[src/rtl/nibble_serial_adder.sv]
// Multi-nibble adder that sequences one external 4-bit ripple adder, LSB nibble first.
// Optional subtract mode: define SERIAL_ADDER_SUB_EN to add the "sub" input.
module nibble_serial_adder #(
    parameter int unsigned NIBBLES = 4
) (
    input  logic                 clk,
    input  logic                 rst,
    input  logic                 in_valid,
    output logic                 in_ready,
    input  logic [4*NIBBLES-1:0] op_a,
    input  logic [4*NIBBLES-1:0] op_b,
    input  logic                 cin,
`ifdef SERIAL_ADDER_SUB_EN
    input  logic                 sub,
`endif
    output logic [3:0]           fa_add,
    output logic [3:0]           fa_aug,
    output logic                 fa_preC,
    input  logic [3:0]           fa_sum,
    input  logic                 fa_proC,
    output logic                 out_valid,
    input  logic                 out_ready,
    output logic [4*NIBBLES-1:0] result,
    output logic                 cout
);

    localparam int unsigned W     = 4 * NIBBLES;
    localparam int unsigned IDX_W = (NIBBLES > 1) ? $clog2(NIBBLES) : 1;
    localparam logic [IDX_W-1:0] LAST_IDX = IDX_W'(NIBBLES - 1);

    typedef enum logic [1:0] {
        S_IDLE = 2'd0,
        S_RUN  = 2'd1,
        S_DONE = 2'd2
    } state_t;

    state_t           state_q, state_d;
    logic [IDX_W-1:0] idx_q;
    logic [W-1:0]     a_q, b_q, result_q;
    logic             carry_q, cout_q;
    logic             accept, last;
    logic [W-1:0]     b_load;
    logic             carry_load;

    assign accept = in_valid && (state_q == S_IDLE);
    assign last   = (idx_q == LAST_IDX);

    // Subtraction is a + ~b + 1, so only the latched augend and seed carry change.
`ifdef SERIAL_ADDER_SUB_EN
    assign b_load     = sub ? ~op_b : op_b;
    assign carry_load = sub ? 1'b1 : cin;
`else
    assign b_load     = op_b;
    assign carry_load = cin;
`endif

    always_ff @(posedge clk or posedge rst) begin
        if (rst) begin
            state_q <= S_IDLE;
        end else begin
            state_q <= state_d;
        end
    end

    always_comb begin
        state_d = state_q;
        case (state_q)
            S_IDLE:  if (accept) state_d = S_RUN;
            S_RUN:   if (last) state_d = S_DONE;
            S_DONE:  if (out_ready) state_d = S_IDLE;
            default: state_d = S_IDLE;
        endcase
    end

    // Operand capture and per-nibble accumulation of the external adder's result.
    always_ff @(posedge clk or posedge rst) begin
        if (rst) begin
            a_q      <= '0;
            b_q      <= '0;
            carry_q  <= 1'b0;
            idx_q    <= '0;
            result_q <= '0;
            cout_q   <= 1'b0;
        end else if (accept) begin
            a_q      <= op_a;
            b_q      <= b_load;
            carry_q  <= carry_load;
            idx_q    <= '0;
            result_q <= '0;
        end else if (state_q == S_RUN) begin
            result_q[4*32'(idx_q) +: 4] <= fa_sum;
            carry_q                     <= fa_proC;
            if (last) begin
                cout_q <= fa_proC;
            end else begin
                idx_q <= idx_q + IDX_W'(1);
            end
        end
    end

    assign in_ready  = (state_q == S_IDLE);
    assign out_valid = (state_q == S_DONE);
    assign result    = result_q;
    assign cout      = cout_q;

    assign fa_add  = (state_q == S_RUN) ? a_q[4*32'(idx_q) +: 4] : 4'h0;
    assign fa_aug  = (state_q == S_RUN) ? b_q[4*32'(idx_q) +: 4] : 4'h0;
    assign fa_preC = (state_q == S_RUN) ? carry_q : 1'b0;

endmodule

[config.mk]
export PLATFORM = sky130hd
export DESIGN_NAME = nibble_serial_adder
export DESIGN_NICKNAME = d
export VERILOG_FILES = /design/src/rtl/nibble_serial_adder.sv
export SDC_FILE = /design/constraint.sdc
export NUM_CORES = 1
export LEC_CHECK = 0
export CAP_MARGIN = 20
export CORE_ASPECT_RATIO = 0.6
export CORE_MARGIN = 4
export CORE_UTILIZATION = 60
export DETAILED_ROUTE_END_ITERATION = 7
export DONT_BUFFER_PORTS = 1
export GPL_TIMING_DRIVEN = 0
export PLACE_DENSITY = 0.76
export SLEW_MARGIN = 20
export SYNTH_ARGS = -nofsm -noshare
export SYNTH_HDL_FRONTEND = slang
export SYNTH_SLANG_ARGS = --single-unit
[constraint.sdc]
create_clock -name clk -period 2.1 [get_ports clk]
set_clock_uncertainty 0.05 [all_clocks]
set_input_delay 0.315 -clock clk [delete_from_list [all_inputs] [get_ports clk]]
set_output_delay 0.315 -clock clk [all_outputs]
set_load 0.005 [all_outputs]
==> impl_metrics.ini, run 1 <==
[status]
status = complete, no violations

[job]
drv_cap = 0

[drt]
drtAntennaViolNets = 0
drt_drc_violations_left = 0
wl_met2_um = 2205
top_layer_used = met4
wl_per_cell_um = 21.33
first_pass_iters = 4
vias_per_cell = 6.072
routed_wl_um = 5056
drtIter0Drc = 64
wl_met1_um = 2295
dr_wl_met3_um = 521
dr_total_vias = 1439

[critical_path]
cp.required_ns = 1.74
endpoint_kind = output pin
worstSetupPathType = reg -> out
timing.rr.end = result[4]
r2r.worst_path.cells = 6
worstReg2RegStart = idx_q[1]
cp-endpoint = fa_aug[2]
path_max_fanout = 10
critPathArrivalTime_ns = 1.61
cp-startpoint = idx_q[0]
start_kind = flip-flop
r2r_setup_slack_ns = 0.20

[synthesis]
syn_nets = 216
synth_area_leaders = dfrtp_1, mux2_2, mux4_2
synth_cell_type_count = 29
synthesis.area_um2 = 2531
synthCells = 169
synth_top_area_frac = 0.5339
ys_seq_area_frac = 0.5339
avgSynthCellArea_um2 = 14.98
synth_top_area_cell = dfrtp_1
synth_seq_cells = 54
yosys_warnings = 0

[layout]
final_cells = 237
mostFrequentLayoutCells = dfrtp_1, mux2_2, a22o_1
register_area_um2 = 1353
final_core_util = 0.7186
multi_input_area_um2 = 1070
nNetsFinal = 227
syn2layout_area_growth_pct = 9.293
drive_gt1_frac = 0.3333
diodes = 0
final_common_cell = dfrtp_1
fillers = 257

[clock_network]
clk_latency_ns = 0.30
cts_root_buf = clkbuf_8
cts_made_buffers = 5
clockBufferDepth = 2
clock-sinks = 54
cts_tree = built
cts_max_level = 2
clk_pin_slew_ns = 0.09

[floorplan]
dieArea_um2 = 5356
coreArea_um2 = 3850
rows = 17
io-pin-count = 70
die_width_um = 91.85
start_util = 0.6575
dieHeight_um = 58.31

[power]
irDropWorstVdd_uv = 886.5
p_sw_uw = 1443
clkPwrFrac = 0.162
powerDensity_nw_per_um2 = 1567
p_seq_frac = 0.402
power.internal_uw = 2891
swShare = 0.3329
p_leak_uw = 0.001211
power_frac_comb = 0.437

[sta]
setup_viol = 0
period_minus_slack_ns = 1.972
max_slew_margin = 0.6628
fin_crit_sh = 0.9389
slew_violations = 0
worst_pin_slew_ns = 0.5050
hold_viol_final = 0
rsz0062_at_grt = no
fmax_mhz = 507.2

[placement]
place.gp.congestion = 0.7366
dpl.cell_count = 227
hpwl_um = 3938
portBuffers = 0

[global_route]
grt_max_degree = 33
grt_antenna_before_repair = 0
overflow = 0
grtUsageTotal = 0.1983
grt_pass1_vias = 1503
grt_first_pass_wirelength_um = 8004

[worst_hold_path]
hp-class = in -> reg
[metrics by stage]
stage | TNS, ns | worst slack, ns | total power [µW] | hold WS, ns | instance area, µm²
2_1_floorplan | 0 | 0.3567 | 3231 | 0.3818 | 2531
3_3_place_gp | -0.8374 | -0.01796 | 3505 | 0.3966 | 2603
3_5_place_dp | -0.1079 | -0.03563 | 3630 | 0.2035 | 2623
4_1_cts | 0 | 0.02345 | 4340 | 0.08001 | 2748
5_1_grt | 0 | 0.04791 | 4621 | 0.07154 | 2766
6_report | 0 | 0.1283 | 4334 | 0.08845 | 2766
[final cells by class]
cell class                 instances  area share
sequential                        54      0.4889
multi-input combinational        101      0.3867
buffer                             9     0.03302
clock buffer                       6     0.02985
tap                               57     0.02578
timing repair buffer               4     0.01628
clock inverter                     1     0.01085
inverter                           5    0.008593
[flip-flops by register name (all words and copies together), names as in the netlist]
name     count
a_q         16
b_q         16
carry_q      1
cout         1
idx_q        2
result      16
state_q      2
[critical path: stages (launching register included)]
cell and delay, ns:
dfrtp_2 0.43, buf_8 0.19, mux4_2 0.52, nor2b_1 0.17
[how the worst min path moves through the flow]
stage          startpoint    endpoint  slack, ns  cells after the start
4_1_cts         fa_sum[3]  result[15]       0.08                      1
3_3_place_gp          cin     carry_q       0.40                      2
2_1_floorplan         cin     carry_q       0.38                      2
5_1_grt         fa_sum[0]  result[12]       0.07                      1
6_report        fa_sum[3]  result[15]       0.09                      1
3_5_place_dp          rst  result[11]       0.20                      1
[metal layers]
metal | GRT usage | vias to the layer above
met4 | 0.04440 | 0
met5 | 0 | -
met3 | 0.09579 | 5
met1 | 0.2633 | 735
li1 | - | 646
met2 | 0.3008 | 53
[power by group through the flow]
| stage | combinational (µW) | sequential (µW) | clock, µW |
|---|---|---|---|
| 2_1_floorplan | 1560 | 1670 | 0 |
| 3_3_place_gp | 1770 | 1740 | 0 |
| 3_5_place_dp | 1860 | 1770 | 0 |
| 4_1_cts | 1870 | 1760 | 716 |
| 5_1_grt | 2060 | 1800 | 766 |
| 6_report | 1890 | 1740 | 702 |
[synth_stat cells (all sizes together)]
library cell / number
buf: 8
nor4b: 2
nor2: 4
nand2b: 3
mux2: 34
or2: 1
ha: 5
nor3b: 2
nor2b: 9
a21o: 3
a22o: 12
nand2: 7
mux2i: 1
dfrtp: 54
inv: 5
clkbuf: 1
a32o: 4
and3b: 1
o21ai: 2
nor3: 1
nor4: 1
mux4: 8
nand3b: 1
[timing repair]
action                                 4_1_cts  5_1_grt
hold buffers                                 1        0
endpoints found under the hold margin       22        0
setup endpoints to repair                   13        3
gates resized for setup                      2        1
buffers inserted                             0        2
[logic make-up after synthesis]
| group | Yosys count | share of synthesized area |
|---|---|---|
| compound gates | 21 | 0.07019 |
| flops | 54 | 0.5339 |
| mux | 43 | 0.2308 |
| fa+ha+maj | 5 | 0.02472 |
| buf+inv | 14 | 0.04349 |
| simple gates | 32 | 0.09689 |
(Power assumes the default switching activity.)
==> run 2: changes to the inputs <==
--- a/config.mk
+++ b/config.mk
@@ -5,7 +5,7 @@
 export SDC_FILE = /design/constraint.sdc
 export NUM_CORES = 1
 export LEC_CHECK = 0
-export CAP_MARGIN = 20
+export CAP_MARGIN = 15
 export CORE_ASPECT_RATIO = 0.6
 export CORE_MARGIN = 4
 export CORE_UTILIZATION = 60
==> results of run 2 <==
Final layout, timing and power as in run 1 (identical DEF).
